<file path="src/rtl/matmul_dispatcher_if.sv">
// Handshake bus between the matrix dispatcher and one inner_product engine.
// The master drives the row/column operands and strobes; the slave returns acks and the result.
interface matmul_dispatcher_if #(
  parameter int N = 4
);
  logic [32*N-1:0] ip_row;
  logic [32*N-1:0] ip_column;
  logic            ip_row_stb;
  logic            ip_column_stb;
  logic            ip_out_ack;
  logic            ip_row_ack;
  logic            ip_column_ack;
  logic [31:0]     ip_out;
  logic            ip_out_stb;

  modport master (
    output ip_row, ip_column, ip_row_stb, ip_column_stb, ip_out_ack,
    input  ip_row_ack, ip_column_ack, ip_out, ip_out_stb
  );

  modport slave (
    input  ip_row, ip_column, ip_row_stb, ip_column_stb, ip_out_ack,
    output ip_row_ack, ip_column_ack, ip_out, ip_out_stb
  );
endinterface

</file>
<file path="src/rtl/matmul_dispatcher.sv">
// Sequences an N x N matrix multiply through a single inner_product engine:
// latches A and B, issues (row i, column j) per element, and gathers results into C.
module matmul_dispatcher #(
  parameter int N = 4
) (
  input  logic                  clk,
  input  logic                  rst,
  input  logic                  start,
  input  logic [32*N*N-1:0]     a_in,
  input  logic [32*N*N-1:0]     b_in,
  output logic [32*N*N-1:0]     c_out,
  output logic                  busy,
  output logic                  done,
  matmul_dispatcher_if.master   ip
);

  localparam int IW = (N > 1) ? $clog2(N) : 1;

  typedef enum logic [2:0] {
    IDLE,
    ISSUE,
    WAIT_RES,
    STORE,
    DONE
  } state_t;

  state_t state, state_nx;

  logic [32*N*N-1:0] a_q;
  logic [32*N*N-1:0] b_q;
  logic [IW-1:0]     i_q;
  logic [IW-1:0]     j_q;
  logic              row_seen;
  logic              col_seen;
  logic              armed;

  logic acks_done;
  logic last_op;
  logic capture;

  // Current-cycle acks count as well as the sticky ones, so same-cycle acks finish ISSUE at once.
  assign acks_done = (row_seen | ip.ip_row_ack) & (col_seen | ip.ip_column_ack);
  assign last_op   = (i_q == IW'(N-1)) && (j_q == IW'(N-1));
  // A high ip_out_stb only counts after a low has been seen in WAIT_RES (rejects stale levels).
  assign capture   = armed & ip.ip_out_stb;

  always_ff @(posedge clk or posedge rst) begin
    if (rst) begin
      state <= IDLE;
    end else begin
      state <= state_nx;
    end
  end

  always_comb begin
    state_nx = state;
    case (state)
      IDLE:     if (start)     state_nx = ISSUE;
      ISSUE:    if (acks_done) state_nx = WAIT_RES;
      WAIT_RES: if (capture)   state_nx = STORE;
      STORE:    state_nx = last_op ? DONE : ISSUE;
      DONE:     state_nx = IDLE;
      default:  state_nx = IDLE;
    endcase
  end

  always_comb begin
    ip.ip_row_stb    = 1'b0;
    ip.ip_column_stb = 1'b0;
    ip.ip_out_ack    = 1'b0;
    done             = 1'b0;
    case (state)
      ISSUE: begin
        ip.ip_row_stb    = 1'b1;
        ip.ip_column_stb = 1'b1;
        ip.ip_out_ack    = 1'b1;
      end
      DONE:    done = 1'b1;
      default: ;
    endcase
  end

  // Operand selection: row i of A and column j of B from the latched copies.
  always_comb begin
    ip.ip_row    = '0;
    ip.ip_column = '0;
    for (int unsigned k = 0; k < N; k++) begin
      ip.ip_row[32*k +: 32]    = a_q[32*(int'(i_q)*N + int'(k)) +: 32];
      ip.ip_column[32*k +: 32] = b_q[32*(int'(k)*N + int'(j_q)) +: 32];
    end
  end

  always_ff @(posedge clk or posedge rst) begin
    if (rst) begin
      a_q      <= '0;
      b_q      <= '0;
      c_out    <= '0;
      i_q      <= '0;
      j_q      <= '0;
      row_seen <= 1'b0;
      col_seen <= 1'b0;
      armed    <= 1'b0;
      busy     <= 1'b0;
    end else begin
      case (state)
        IDLE: begin
          if (start) begin
            a_q      <= a_in;
            b_q      <= b_in;
            c_out    <= '0;
            i_q      <= '0;
            j_q      <= '0;
            row_seen <= 1'b0;
            col_seen <= 1'b0;
            armed    <= 1'b0;
            busy     <= 1'b1;
          end
        end
        ISSUE: begin
          if (ip.ip_row_ack)    row_seen <= 1'b1;
          if (ip.ip_column_ack) col_seen <= 1'b1;
          if (acks_done)        armed    <= 1'b0;
        end
        WAIT_RES: begin
          if (!ip.ip_out_stb) armed <= 1'b1;
          if (capture) begin
            c_out[32*(int'(i_q)*N + int'(j_q)) +: 32] <= ip.ip_out;
          end
        end
        STORE: begin
          row_seen <= 1'b0;
          col_seen <= 1'b0;
          if (j_q == IW'(N-1)) begin
            j_q <= '0;
            i_q <= last_op ? '0 : i_q + IW'(1);
          end else begin
            j_q <= j_q + IW'(1);
          end
          // Dropping busy here makes its fall coincide with the done pulse.
          if (last_op) busy <= 1'b0;
        end
        DONE: busy <= 1'b0;
        default: ;
      endcase
    end
  end

endmodule

</file>
<file path="src/flat_wrapper.sv">
// flat-port wrapper written by rule: the top's interface ports become plain ports
module matmul_dispatcher_flat 
#(
  parameter int N = 4
)
  (clk, rst, start, a_in, b_in, c_out, busy, done, ip_ip_row, ip_ip_column, ip_ip_row_stb, ip_ip_column_stb, ip_ip_out_ack, ip_ip_row_ack, ip_ip_column_ack, ip_ip_out, ip_ip_out_stb);
  matmul_dispatcher_if #(.N(N)) ip_i ();
  input  logic clk;
  input  logic rst;
  input  logic start;
  input  logic [32*N*N-1:0] a_in;
  input  logic [32*N*N-1:0] b_in;
  output logic [32*N*N-1:0] c_out;
  output logic busy;
  output logic done;
  output wire logic [$bits(ip_i.ip_row)-1:0] ip_ip_row;
  output wire logic [$bits(ip_i.ip_column)-1:0] ip_ip_column;
  output wire logic [$bits(ip_i.ip_row_stb)-1:0] ip_ip_row_stb;
  output wire logic [$bits(ip_i.ip_column_stb)-1:0] ip_ip_column_stb;
  output wire logic [$bits(ip_i.ip_out_ack)-1:0] ip_ip_out_ack;
  input wire logic [$bits(ip_i.ip_row_ack)-1:0] ip_ip_row_ack;
  input wire logic [$bits(ip_i.ip_column_ack)-1:0] ip_ip_column_ack;
  input wire logic [$bits(ip_i.ip_out)-1:0] ip_ip_out;
  input wire logic [$bits(ip_i.ip_out_stb)-1:0] ip_ip_out_stb;
  assign ip_ip_row = ip_i.ip_row;
  assign ip_ip_column = ip_i.ip_column;
  assign ip_ip_row_stb = ip_i.ip_row_stb;
  assign ip_ip_column_stb = ip_i.ip_column_stb;
  assign ip_ip_out_ack = ip_i.ip_out_ack;
  assign ip_i.ip_row_ack = ip_ip_row_ack;
  assign ip_i.ip_column_ack = ip_ip_column_ack;
  assign ip_i.ip_out = ip_ip_out;
  assign ip_i.ip_out_stb = ip_ip_out_stb;
  matmul_dispatcher #(.N(N)) u_core (.clk(clk), .rst(rst), .start(start), .a_in(a_in), .b_in(b_in), .c_out(c_out), .busy(busy), .done(done), .ip(ip_i));
endmodule
</file>
<file path="config.mk">
export PLATFORM = sky130hd
export DESIGN_NAME = matmul_dispatcher_flat
export DESIGN_NICKNAME = d
export VERILOG_FILES = /design/src/rtl/matmul_dispatcher_if.sv /design/src/rtl/matmul_dispatcher.sv /design/src/flat_wrapper.sv
export SDC_FILE = /design/constraint.sdc
export NUM_CORES = 2
export LEC_CHECK = 0
export ABC_AREA = 0
export BUFFER_PORTS_ARGS = -buffer_cell sky130_fd_sc_hd__buf_2
export CAP_MARGIN = 5
export CORE_AREA = 3 3 714 716
export CTS_CLUSTER_SIZE = 10
export DETAILED_ROUTE_END_ITERATION = 8
export DIE_AREA = 0 0 717 719
export HOLD_SLACK_MARGIN = 0.1
export PLACE_DENSITY = 0.34
export RECOVER_POWER = 25
export REMOVE_ABC_BUFFERS = 1
export SLEW_MARGIN = 25
export SYNTH_ARGS = -nofsm -noshare
export SYNTH_HDL_FRONTEND = slang
export SYNTH_SLANG_ARGS = --single-unit
</file>
<file path="constraint.sdc">
create_clock -name clk -period 46.3 [get_ports clk]
set_clock_uncertainty 0.1 [all_clocks]
set_input_delay 0 -clock clk [delete_from_list [all_inputs] [get_ports clk]]
set_output_delay 0 -clock clk [all_outputs]
set_load 0.01 [all_outputs]
</file>
# == Word level (Yosys, flattened, before mapping) ==
# Cells that the tools add are included.
# totals
output_inout_bits,773
inputBits,1062
word_cells,92
register_bits,1547
# classes
shift,10
muxes,28
n_eq_ne,14
n_reduce_logical,16
n_bitwise,4
add_sub_neg,10
# op_table
operator,n
512-bit by 32-bit variable part select with 32-bit output,6
512-bit 2-to-1 mux,2
512-bit one-hot mux with 2 select lines,1
512-bit bitwise mux,1
"32-bit by 33-bit variable shift with 512-bit output, first input constant",1
32-bit by 33-bit variable part select with 512-bit output,1
512-bit by 10-bit variable part select with 32-bit output,1
512-bit by 8-bit variable part select with 32-bit output,1
32-bit negation with 33-bit output,1
3-bit AND reduction,6
3-bit 2-to-1 mux,4
1-bit one-hot mux with 3 select lines,4
3-bit one-hot mux with 4 select lines,1
"4-bit by 2-bit adder with 5-bit output, first input constant",2
"4-bit by 2-bit adder with 5-bit output, second input constant",2
1-bit 2-to-1 mux,9
3-bit nonzero test,3
2-bit 2-to-1 mux,4
"2-bit by 1-bit inequality test with 1-bit output, second input constant",4
"2-bit inequality test, second input constant",4
2-bit one-hot mux with 2 select lines,2
"3-bit by 2-bit equality test with 1-bit output, second input constant",2
"4-bit by 1-bit adder with 5-bit output, second input constant",1
4-bit by 2-bit adder with 5-bit output,1
12 further kinds,18

# == Longest topological paths before layout ==
# depth
word_depth,6
mapped_depth,13
mapped_depth_nobuf,6

# == Worst setup path after synthesis ==
# Ideal clock, no wire load.
# synth_timing
path_type,reg2reg
startpoint,register u_core.i_q[1]
endpoint,register u_core.c_out[416]
path_buffers,5
stages_incl_launch_ff,12
slack_ns,43.137
t_arrival_ns,2.942
t_required_ns,46.079
setup_ns,0.121
path_cell_list,dfrtp_1 clkbuf_1 clkbuf_1 clkbuf_1 inv_1 ha_1 buf_2 or3b_2 a211oi_1 o21ai_1 clkbuf_1 a22o_1
# synth_between
elab_chain_len,6
elab_cells_between_ends,7
cone_classes,2 x add/sub; 2 x shift; 3 x mux
# synth_rtl
element,line_no,text
start: declaration,matmul_dispatcher.sv:31,logic [IW-1:0] i_q;
start signal: assignment,matmul_dispatcher.sv:135,i_q <= last_op ? '0 : i_q + IW'(1);
4-bit by 2-bit adder with 5-bit output (*),matmul_dispatcher.sv:127,c_out[32*(int'(i_q)*N + int'(j_q)) +: 32] <= ip.ip_out;
32-bit negation with 33-bit output (*),matmul_dispatcher.sv:127,
32-bit by 33-bit variable part select with 512-bit output or 32-bit by 33-bit variable shift with 512-bit output (tied branches),matmul_dispatcher.sv:127,
512-bit bitwise mux (*),matmul_dispatcher.sv:127,
512-bit 2-to-1 mux (*),matmul_dispatcher.sv:126,if (capture) begin
512-bit one-hot mux with 2 select lines (*),matmul_dispatcher.sv:105,case (state)
end signal: indexed assignment,matmul_dispatcher.sv:127,
end: declaration,matmul_dispatcher.sv:11,"output logic [32*N*N-1:0] c_out,"
# Every way passes the cells marked *; elsewhere a longest branch is shown, timed or not. The select of a mux whose other input is x is not followed.
# A chain may end at the register's enable or synchronous reset.

==> impl_metrics.toml <==
[status]
outcome = "finished with violations"
violations = "capacitance limit, slew limit"

[global_routing]
busiest_layer = "met2"
met1_usage_pct = 19.2
grt_util_met3_pct = 4.77
overflow = 0
antenna_found_initial = 116
grt_pass1_vias = 68600
grt_pass1_wl_mm = 574
grt_max_degree = 190
gr-usage-all-layers_pct = 15.7
met2_usage_pct = 25.9

[routing]
num_vias = 64500
wirelength_mm = 418
post-route-drc-count = 0
postRouteAntennaNets = 0
wire_per_inst_um = 24.1
dr.pass1.iters = 5
drtIter0Drc = 4165
routed_via_density = 3.73

[layout]
mostFrequentLayoutCells = "nand2_1 (3337), dlygate4sd3_1 (2261), dfrtp_1 (1544), buf_2 (1320), clkbuf_1 (581)"
syn_to_final_growth_pct = 68.7
final_core_util_pct = 22.0
multi_input_area_mm2 = 0.0249
layout.nets = 11500
nFillCells = 55400
regArea_mm2 = 0.0387
final_common_cell = "nand2_1"
layout-drive-gt1-share_pct = 19.0

[worst_hold_path]
whs_endpoint = "u_core.b_q[53]"
hp-start = "b_in[53]"
hp-class = "in -> reg"
worstHoldPathCells = 4

[place]
portBuffers = 1834
dpl.hpwl_mm = 308
place_congestion = 0.839

[pwr]
vdd_drop_max_v = 0.0000448
static-leakage-power_nw = 52.0
powerDensity_mw_per_mm2 = 58.3

[floorplanning]
rows = 261
io_pins = 1835
initial_core_util_pct = 13.1
core-area_mm2 = 0.505
die-width_um = 717
die_area_mm2 = 0.516
fp.dieH_um = 719

[worst_setup_path]
critPathCaptureType = "asynchronous set/reset pin"
crit_type = "in -> async"
required_ns = 45.19
worstPathMaxFanout = 128
r2r_end = "u_core.c_out[36]"
cpPeakStageDelay_ns = 5.36
rr_startpoint = "u_core.j_q[1]"
crit_chain = "dlygate4sd3_1 -> buf_2 -> dlygate4sd3_1 -> clkinvlp_2 -> clkbuf_1 -> clkbuf_1"
ff2ff_setup_slack_ns = 40.88
crit_path_start_kind = "primary input"
rr_worst_depth = 7
slowest_stage = "clkbuf_1"
worstPathArrival_ns = 11.47

[sta]
tightest_slew_ns = 7.79
setup_viol = 0
fin_crit_ns = 12.57
timing.fmax_mhz = 79.5
rsz0062_at_grt = "no"
drv_slew = 636
hold_viol = 0
maxSlewHeadroom_pct = -419
setup_tns_ns = 0
fin_crit_sh_pct = 27.2

[synthesis]
async_reset_ff_share_pct = 100
syn_avg_cell_area_um2 = 10.2
ys_warn_count = 0
syn-cell-area_mm2 = 0.0659
synth_flop_cell = "dfrtp_1"
synth_edf_count = 0
ys_top_cells_by_area = "dfrtp_1 (59%), nand2_1 (19%), mux4_2 (8.8%), mux2i_1 (2.9%), a22o_1 (2.6%)"
seq_area_frac_synth_pct = 58.8
ys_seq_elements = 1547
synth_top_area_cell = "dfrtp_1"
synthCells = 6471
synthDistinctLibCells = 57
netlist.area_leader.share_pct = 58.8

[clock_network]
cts.clk_slew.worst_paths_ns = 0.05
ctsResizeCount = 0
cts-htree-levels = 4
cts_made_buffers = 205
cts_root_buf = "clkbuf_16"
cts_tree = "built"
cts.sinks = 1547
clock_path_buffers = 4
insertion_delay_ns = 0.82

[run]
max_cap_violations = 11
## critical path, delay by kind of cell
kind                   cells  cell delay, ns
buffers and inverters      6           10.87
## cell families (layout without fill, tap and decap cells)
logic type | Yosys count | after routing | synth area share [%]
muxes | 449 | 449 | 11.7
adders and majority gates | 5 | 5 | 0.0949
buffers and inverters | 579 | 4653 | 3.79
and+or+nand+nor | 3402 | 3402 | 19.7
DFF | 1547 | 1547 | 58.8
AOI/OAI and AO/OA | 489 | 489 | 5.94
other | 0 | 63 | 0
## per-layer routing
layer  share of wire [%]  vias to the layer above
met1                  41                    32500
li1                    -                    29200
met3                 8.0                      644
met5               0.045                        -
met4                 4.2                       26
met2                  47                     2131
## report_power, final
part	switching (mW)	internal, mW	leakage [nW]
Sequential	0.320	1.84	19.8
Clock	0.668	0.948	3.24
Combinational	1.81	0.896	29.0
Total	2.80	3.69	52.0
## registers in the layout (all words and copies together), names as in the netlist
register	count
u_core.c_out	512
u_core.j_q	2
u_core.busy	1
u_core.i_q	2
u_core.a_q	512
u_core.row_seen	1
u_core.b_q	512
u_core.armed	1
u_core.col_seen	1
u_core.state	3
## timing repair
item	CTS	global route
endpoints found under the setup margin	0	0
endpoints found under the hold margin	1779	0
setup buffers	0	0
hold buffers	2261	0
## synth_stat cells, types with 2 or more instances
| cell type | n |
|---|---|
| a211oi_1 | 7 |
| a21o_1 | 3 |
| a21oi_1 | 9 |
| a22o_1 | 195 |
| a32oi_1 | 126 |
| buf_1 | 22 |
| buf_2 | 146 |
| buf_4 | 14 |
| buf_6 | 7 |
| buf_8 | 3 |
| clkbuf_1 | 283 |
| dfrtp_1 | 1547 |
| ha_1 | 5 |
| inv_1 | 104 |
| mux2i_1 | 193 |
| mux4_2 | 256 |
| nand2_1 | 3339 |
| nand2b_1 | 4 |
| nand3_1 | 8 |
| nand4_1 | 2 |
| nor2_1 | 14 |
| nor2b_1 | 5 |
| nor3_1 | 2 |
| nor3_4 | 3 |
| nor4_4 | 3 |
| o211ai_1 | 65 |
| o21ai_0 | 55 |
| o21ai_1 | 19 |
| or2b_1 | 2 |
| or3_1 | 2 |
| or3b_2 | 2 |
## how the worst max path moves through the flow
stage	start	endpoint	slack, ns
4_1_cts	u_core.i_q[0]	ip_ip_row[13]	40.62
5_1_grt	rst	u_core.b_q[506]	31.81
2_1_floorplan	rst	u_core.a_q[0]	2.56
3_5_place_dp	rst	u_core.c_out[86]	40.88
3_3_place_gp	rst	u_core.c_out[134]	40.81
6_report	rst	u_core.b_q[478]	33.73
## per-stage QoR
step / power (mW) / cells / setup slack, ns / instance area, µm² / hold slack (ns)
finish: 6.48 / 17300 / 33.73 / 111000 / 0.146
global route: 6.91 / 17300 / 31.81 / 111000 / 0.134
CTS: 6.65 / 17300 / 40.62 / 112000 / 0.108
detailed placement: 4.79 / 14600 / 40.88 / 82400 / 0.0389
global placement: 4.79 / 14600 / 40.81 / 82400 / 0.0426
floorplan: 3.86 / 5996 / 2.56 / 63800 / 0.00544
## final cells by class
cell class                      instances  share of cell area [%]
Sequential cell                      1547                    34.8
Timing Repair Buffer                 4195                    28.8
Multi-Input combinational cell       4345                    22.4
Tap cell                             6706                    7.55
Clock buffer                          315                    5.51
Clock inverter                         39                   0.445
Inverter                              104                   0.352
Antenna cell                           63                   0.142
Power figures use the tool's default switching activity.
